--- config.mk ---
export PLATFORM = sky130hd
export DESIGN_NAME = pixel_sensor_controller
export DESIGN_NICKNAME = d
export VERILOG_FILES = /design/src/rtl/pixel_sensor_controller_pkg.sv /design/src/rtl/pixel_sensor_controller_phase_timer.sv /design/src/rtl/pixel_sensor_controller.sv
export SDC_FILE = /design/constraint.sdc
export NUM_CORES = 1
export LEC_CHECK = 0
export BUFFER_PORTS_ARGS = -buffer_cell sky130_fd_sc_hd__buf_2
export CORE_MARGIN = 4
export CORE_UTILIZATION = 51
export CTS_BUF_LIST = sky130_fd_sc_hd__clkbuf_16
export DETAILED_ROUTE_END_ITERATION = 10
export PLACE_DENSITY_LB_ADDON = 0.3
export SYNTH_ARGS = -nofsm -noshare
export SYNTH_HDL_FRONTEND = slang
export SYNTH_SLANG_ARGS = --single-unit
--- constraint.sdc ---
create_clock -name clk -period 1.99 [get_ports clk]
set_input_delay 0.2985 -clock clk [delete_from_list [all_inputs] [get_ports clk]]
set_output_delay 0.2985 -clock clk [all_outputs]
set_load 0.03 [all_outputs]
--- src/rtl/pixel_sensor_controller_pkg.sv ---
// Shared configuration for the pixel array frame sequencer: defaults, FSM state
// encoding and timer sizing helpers.
package pixel_sensor_controller_pkg;

    localparam int PIXEL_BITS_DEFAULT  = 8;
    localparam int PIXEL_ARRAY_HEIGHT  = 24;

    localparam int DEF_PIXEL_BITS    = PIXEL_BITS_DEFAULT;
    localparam int DEF_ROWS          = PIXEL_ARRAY_HEIGHT;
    localparam int DEF_ERASE_CYCLES  = 5;
    localparam int DEF_EXPOSE_CYCLES = 255;

    typedef enum logic [2:0] {
        S_IDLE    = 3'd0,
        S_ERASE   = 3'd1,
        S_EXPOSE  = 3'd2,
        S_CONVERT = 3'd3,
        S_READ    = 3'd4
    } sensor_state_t;

    function automatic int max3(input int a, input int b, input int c);
        int m;
        m = a;
        if (b > m) m = b;
        if (c > m) m = c;
        return m;
    endfunction

    // One spare bit so a load value equal to the largest duration never wraps.
    function automatic int timer_width(input int erase_cycles, input int expose_cycles,
                                       input int pixel_bits);
        return $clog2(max3(erase_cycles, expose_cycles, 2 * (2 ** pixel_bits))) + 1;
    endfunction

endpackage

--- src/rtl/pixel_sensor_controller_phase_timer.sv ---
// Loadable down-counter timing the ERASE, EXPOSE and CONVERT phases; expired
// is high whenever the count has reached zero.
module pixel_sensor_phase_timer #(
    parameter int WIDTH = 10
) (
    input  logic             clk,
    input  logic             reset,
    input  logic             load,
    input  logic [WIDTH-1:0] load_value,
    output logic             expired
);

    logic [WIDTH-1:0] count_q;
    logic [WIDTH-1:0] count_d;

    always_comb begin
        count_d = count_q;
        if (load) begin
            count_d = load_value;
        end else if (count_q != '0) begin
            count_d = count_q - WIDTH'(1);
        end
    end

    always_ff @(posedge clk or posedge reset) begin
        if (reset) begin
            count_q <= '0;
        end else begin
            count_q <= count_d;
        end
    end

    assign expired = (count_q == '0);

endmodule

--- src/rtl/pixel_sensor_controller.sv ---
// Frame sequencer for the pixel array: erase, expose, ramp conversion with a
// broadcast count, then a row-by-row valid/ready readout.
//
// state   | meaning
// IDLE    | waiting for start; all strobes low
// ERASE   | ERASE held high for ERASE_CYCLES
// EXPOSE  | EXPOSE held high for EXPOSE_CYCLES
// CONVERT | RAMP toggles every cycle, COUNTER advances after each high phase
// READ    | one-hot ROW_SEL walks the rows as the readout accepts them
module pixel_sensor_controller
    import pixel_sensor_controller_pkg::*;
#(
    parameter int PIXEL_BITS    = DEF_PIXEL_BITS,
    parameter int ROWS          = DEF_ROWS,
    parameter int ERASE_CYCLES  = DEF_ERASE_CYCLES,
    parameter int EXPOSE_CYCLES = DEF_EXPOSE_CYCLES
) (
    input  logic                  clk,
    input  logic                  reset,
    input  logic                  start,
    output logic                  ERASE,
    output logic                  EXPOSE,
    output logic                  RAMP,
    output logic [PIXEL_BITS-1:0] COUNTER,
    output logic [ROWS-1:0]       ROW_SEL,
    output logic                  row_valid,
    input  logic                  row_ready,
    output logic                  busy,
    output logic                  frame_done
);

    localparam int CONVERT_CYCLES = 2 * (2 ** PIXEL_BITS);
    localparam int TW = timer_width(ERASE_CYCLES, EXPOSE_CYCLES, PIXEL_BITS);
    localparam int RW = (ROWS > 1) ? $clog2(ROWS) : 1;

    localparam logic [TW-1:0] ERASE_LOAD   = TW'(ERASE_CYCLES - 1);
    localparam logic [TW-1:0] EXPOSE_LOAD  = TW'(EXPOSE_CYCLES - 1);
    localparam logic [TW-1:0] CONVERT_LOAD = TW'(CONVERT_CYCLES - 1);
    localparam logic [RW-1:0] LAST_ROW     = RW'(ROWS - 1);

    localparam logic [2:0] ST_IDLE    = 3'(S_IDLE);
    localparam logic [2:0] ST_ERASE   = 3'(S_ERASE);
    localparam logic [2:0] ST_EXPOSE  = 3'(S_EXPOSE);
    localparam logic [2:0] ST_CONVERT = 3'(S_CONVERT);
    localparam logic [2:0] ST_READ    = 3'(S_READ);

    logic [2:0]            state_q, state_d;
    logic                  erase_q, erase_d;
    logic                  expose_q, expose_d;
    logic                  ramp_q, ramp_d;
    logic [PIXEL_BITS-1:0] counter_q, counter_d;
    logic [ROWS-1:0]       row_sel_q, row_sel_d;
    logic [RW-1:0]         row_idx_q, row_idx_d;
    logic                  row_valid_q, row_valid_d;
    logic                  busy_q, busy_d;
    logic                  frame_done_q, frame_done_d;

    logic                  timer_load;
    logic [TW-1:0]         timer_value;
    logic                  timer_expired;

    pixel_sensor_phase_timer #(
        .WIDTH(TW)
    ) u_phase_timer (
        .clk       (clk),
        .reset     (reset),
        .load      (timer_load),
        .load_value(timer_value),
        .expired   (timer_expired)
    );

    always_comb begin
        state_d      = state_q;
        timer_load   = 1'b0;
        timer_value  = '0;
        ramp_d       = 1'b0;
        counter_d    = counter_q;
        row_sel_d    = row_sel_q;
        row_idx_d    = row_idx_q;
        row_valid_d  = row_valid_q;
        frame_done_d = 1'b0;

        case (state_q)
            ST_IDLE: begin
                if (start) begin
                    state_d     = ST_ERASE;
                    timer_load  = 1'b1;
                    timer_value = ERASE_LOAD;
                    counter_d   = '0;
                end
            end
            ST_ERASE: begin
                if (timer_expired) begin
                    state_d     = ST_EXPOSE;
                    timer_load  = 1'b1;
                    timer_value = EXPOSE_LOAD;
                end
            end
            ST_EXPOSE: begin
                if (timer_expired) begin
                    state_d     = ST_CONVERT;
                    timer_load  = 1'b1;
                    timer_value = CONVERT_LOAD;
                end
            end
            ST_CONVERT: begin
                // The final cycle is always a RAMP-high cycle; leaving here keeps COUNTER at full scale.
                if (timer_expired) begin
                    state_d     = ST_READ;
                    row_sel_d   = ROWS'(1);
                    row_idx_d   = '0;
                    row_valid_d = 1'b1;
                end else begin
                    ramp_d = ~ramp_q;
                    if (ramp_q) begin
                        counter_d = counter_q + PIXEL_BITS'(1);
                    end
                end
            end
            ST_READ: begin
                if (row_valid_q && row_ready) begin
                    if (row_idx_q == LAST_ROW) begin
                        state_d      = ST_IDLE;
                        row_sel_d    = '0;
                        row_idx_d    = '0;
                        row_valid_d  = 1'b0;
                        frame_done_d = 1'b1;
                        counter_d    = '0;
                    end else begin
                        row_sel_d = row_sel_q << 1;
                        row_idx_d = row_idx_q + RW'(1);
                    end
                end
            end
            default: begin
                state_d     = ST_IDLE;
                counter_d   = '0;
                row_sel_d   = '0;
                row_idx_d   = '0;
                row_valid_d = 1'b0;
            end
        endcase

        erase_d  = (state_d == ST_ERASE);
        expose_d = (state_d == ST_EXPOSE);
        busy_d   = (state_d != ST_IDLE);
    end

    always_ff @(posedge clk or posedge reset) begin
        if (reset) begin
            state_q      <= ST_IDLE;
            erase_q      <= 1'b0;
            expose_q     <= 1'b0;
            ramp_q       <= 1'b0;
            counter_q    <= '0;
            row_sel_q    <= '0;
            row_idx_q    <= '0;
            row_valid_q  <= 1'b0;
            busy_q       <= 1'b0;
            frame_done_q <= 1'b0;
        end else begin
            state_q      <= state_d;
            erase_q      <= erase_d;
            expose_q     <= expose_d;
            ramp_q       <= ramp_d;
            counter_q    <= counter_d;
            row_sel_q    <= row_sel_d;
            row_idx_q    <= row_idx_d;
            row_valid_q  <= row_valid_d;
            busy_q       <= busy_d;
            frame_done_q <= frame_done_d;
        end
    end

    assign ERASE      = erase_q;
    assign EXPOSE     = expose_q;
    assign RAMP       = ramp_q;
    assign COUNTER    = counter_q;
    assign ROW_SEL    = row_sel_q;
    assign row_valid  = row_valid_q;
    assign busy       = busy_q;
    assign frame_done = frame_done_q;

endmodule
==> metrics <==
outcome complete, but fails checks; failing checks negative setup slack; Final nets approximately 370; average routed wire per standard cell between 15 and 20 microns; Seq/Total Area, Yosys 0.525; CP Capture Type flip-flop; largest net degree at the start of global routing 24; startpoint types flip-flop; M1 GR Usage 0.255; Power Density 1040 mW/mm^2; vias in the first global route roughly 2,100; clk_lat worst skew approximately 0.29 ns; Worst R2R Start u_phase_timer.count_q[1]; Placed Cells 404; YS warnings 0; # port buffers slightly above 40; Clock Skews 0.00625 ns; Worst R2R Path Depth 8; max_slew headroom 0.655; number of diodes 0; CTS Root Buffer Type clkbuf_16; initial antenna violation count 0; CTS tree yes; busiest grt layer met2; Yosys top cell by area dfrtp_1; # DRC 0; RSZ-0062 raised after global routing true; GP Congestion ~0.8; most common cell after layout, fill and taps aside dfrtp_1; DR iter-0 viols 202; Initial Util 0.526; fin util 0.729; Vias/cell between 5 and 6; Die Area about 0.0065 sq mm; Pleak about 1.7 nW; core area approximately 0.005 sq mm; Cell Area, Synth roughly 0.0027 sq mm; worst vdd ir ~0.73 mV; share of layout cells above drive strength 1 0.399; post-synth top area share 0.525; flop-to-flop setup slack -0.1 ns; hpwl dp between 4000 and 5000 microns; fmax roughly 0.48 GHz; library cells used by synthesis between 40 and 50; max_cap viols 0; minimum clock period around 2.1 ns; clk slew on worst S/H paths roughly 0.07 ns; clock tree sinks 56; Die Wd around 80 microns; Cells after Synth around 290; final worst slack -0.0963 ns; period utilization 1.05; Worst-Margin Slew slightly above 0.5 ns; synth-to-layout area growth 38.5%; H-tree levels 2; std cell rows 26; Area contributors post-synth dfrtp_1 52%, nand2_1 9.1%, o21ai_0 6.9%; gr usage total 0.193; M2 GR Usage 0.328; critical path type flip-flop to flip-flop; Post-DRT Antenna Nets 0; router iterations before antenna repair 5; Arrival @ worst endpoint around 2.3 ns; final std cells w/o fill 428; Seq cells post-synth 56; vias after detailed routing about 2,400; first-pass GRT wire length just under 10,000 microns; Ports between 40 and 50; Max clock buf depth 2; GRT overflow 0; final WL just under 7000 microns; reg2reg end COUNTER[6]; Num CTS Buffers 5; grt met3 use 0.0280; syn nets approximately 300; Die H between 80 and 90 microns; setup violators final 25; worst-path fanout max 6; Hold WC Path Type input port to async pin; Min Hold Slack 0.00693 ns; Syn Area/Cell around 9.2 sq um; Hold Violations, Final 0; most frequent cells in the layout 56 x dfrtp_1, 42 x buf_2, 40 x nand2_1; Req. time, crit path between 2 and 2.5 ns; fin. max-slew vios 0
cell families (layout without fill, tap and decap cells):
logic type | Yosys count | in the layout | share of synthesized area
xor gates and xnor gates | 4 | 4 | 0.0131
DFF | 56 | 56 | 0.525
AOI/OAI and AO/OA | 76 | 78 | 0.170
muxes | 2 | 2 | 0.00750
and+or+nand+nor | 125 | 125 | 0.226
buffers and inverters | 22 | 89 | 0.0403
adders and majority gates | 4 | 4 | 0.0187
critical path, stage by stage (launching register included):
cell and delay, ns:
dfrtp_1 0.39, inv_2 0.08, ha_4 0.12, or4b_4 0.51, or3_4 0.45, buf_6 0.15
a31oi_1 0.14, o21ai_1 0.08, o31ai_1 0.07
timing repair:
item	in CTS	in global routing
endpoints found under the setup margin	21	49
gates cloned	1	6
hold buffers	0	0
buffers inserted	5	4
gates resized for setup	9	93
pin swaps	2	39
power breakdown:
part	internal [mW]	leakage [nW]	switching (mW)	total (mW)
clock network	0.586	0.0789	0.392	0.978
logic	0.524	0.841	0.776	1.30
registers	1.34	0.737	0.211	1.55
total	2.45	1.66	1.38	3.83
flip-flops by register name, summed over array words and instances, names as in the netlist:
signal                 flops
COUNTER                    8
ERASE                      1
EXPOSE                     1
RAMP                       1
ROW_SEL                   24
busy                       1
frame_done                 1
row_idx_q                  5
row_valid                  1
state_q                    3
u_phase_timer.count_q     10
stage by stage:
stage	worst slack, ns	power, mW	setup TNS [ns]	cell area [sq um]
floorplan	-0.00309	2.32	-0.00309	2690
global placement	-0.00532	2.64	-0.00532	3070
detailed placement	-0.0643	2.68	-0.324	3070
CTS	-0.0737	3.69	-0.270	3290
global route	-0.149	4.06	-3.33	3700
finish	-0.0963	3.83	-0.585	3700
per-layer routing:
metal  vias up  part of all wire
li1       1159                 -
met3         7             0.048
met5         -                 0
met2        79              0.52
met1      1194              0.42
met4         0             0.011
synth_stat cells, drive strengths merged:
library cell / number
nand2: 65
dfrtp: 56
o21ai: 47
nor2: 15
buf: 11
nor3: 11
a21oi: 7
nand3: 7
inv: 6
or3: 6
clkbuf: 5
ha: 4
o31ai: 4
and2: 3
nand2b: 3
nor4: 3
xnor2: 3
a211oi: 2
a311o: 2
a41oi: 2
mux2i: 2
nand4: 2
nand4b: 2
nor2b: 2
o22ai: 2
o41ai: 2
a21boi: 1
a21o: 1
a31oi: 1
a32o: 1
nand3b: 1
nor3b: 1
o2111ai: 1
o211ai: 1
o21bai: 1
o311ai: 1
or2: 1
or3b: 1
or4: 1
or4b: 1
xor2: 1
worst max-delay path by stage:
stage               depth (start not counted)          to                     start  slack [ns]
floorplan                                   8  COUNTER[0]  u_phase_timer.count_q[0]      -0.003
global placement                            6  state_q[2]  u_phase_timer.count_q[0]      -0.005
detailed placement                          7  COUNTER[4]  u_phase_timer.count_q[1]       -0.06
CTS                                         8  COUNTER[6]  u_phase_timer.count_q[1]       -0.07
global route                                8  COUNTER[2]  u_phase_timer.count_q[0]       -0.15
finish                                      8  COUNTER[6]  u_phase_timer.count_q[1]        -0.1
area by class of cell:
cell class              instances  area (sq um)
well taps                      70          87.6
clock inverters                 3          37.5
repair buffers                 75           562
multi-input cells             213          1460
inverters                       6          22.5
clock buffers                   5           125
flip-flops and latches         56          1400
fillers                       384          1380
Note: power is estimated with default switching activity, not from simulation.
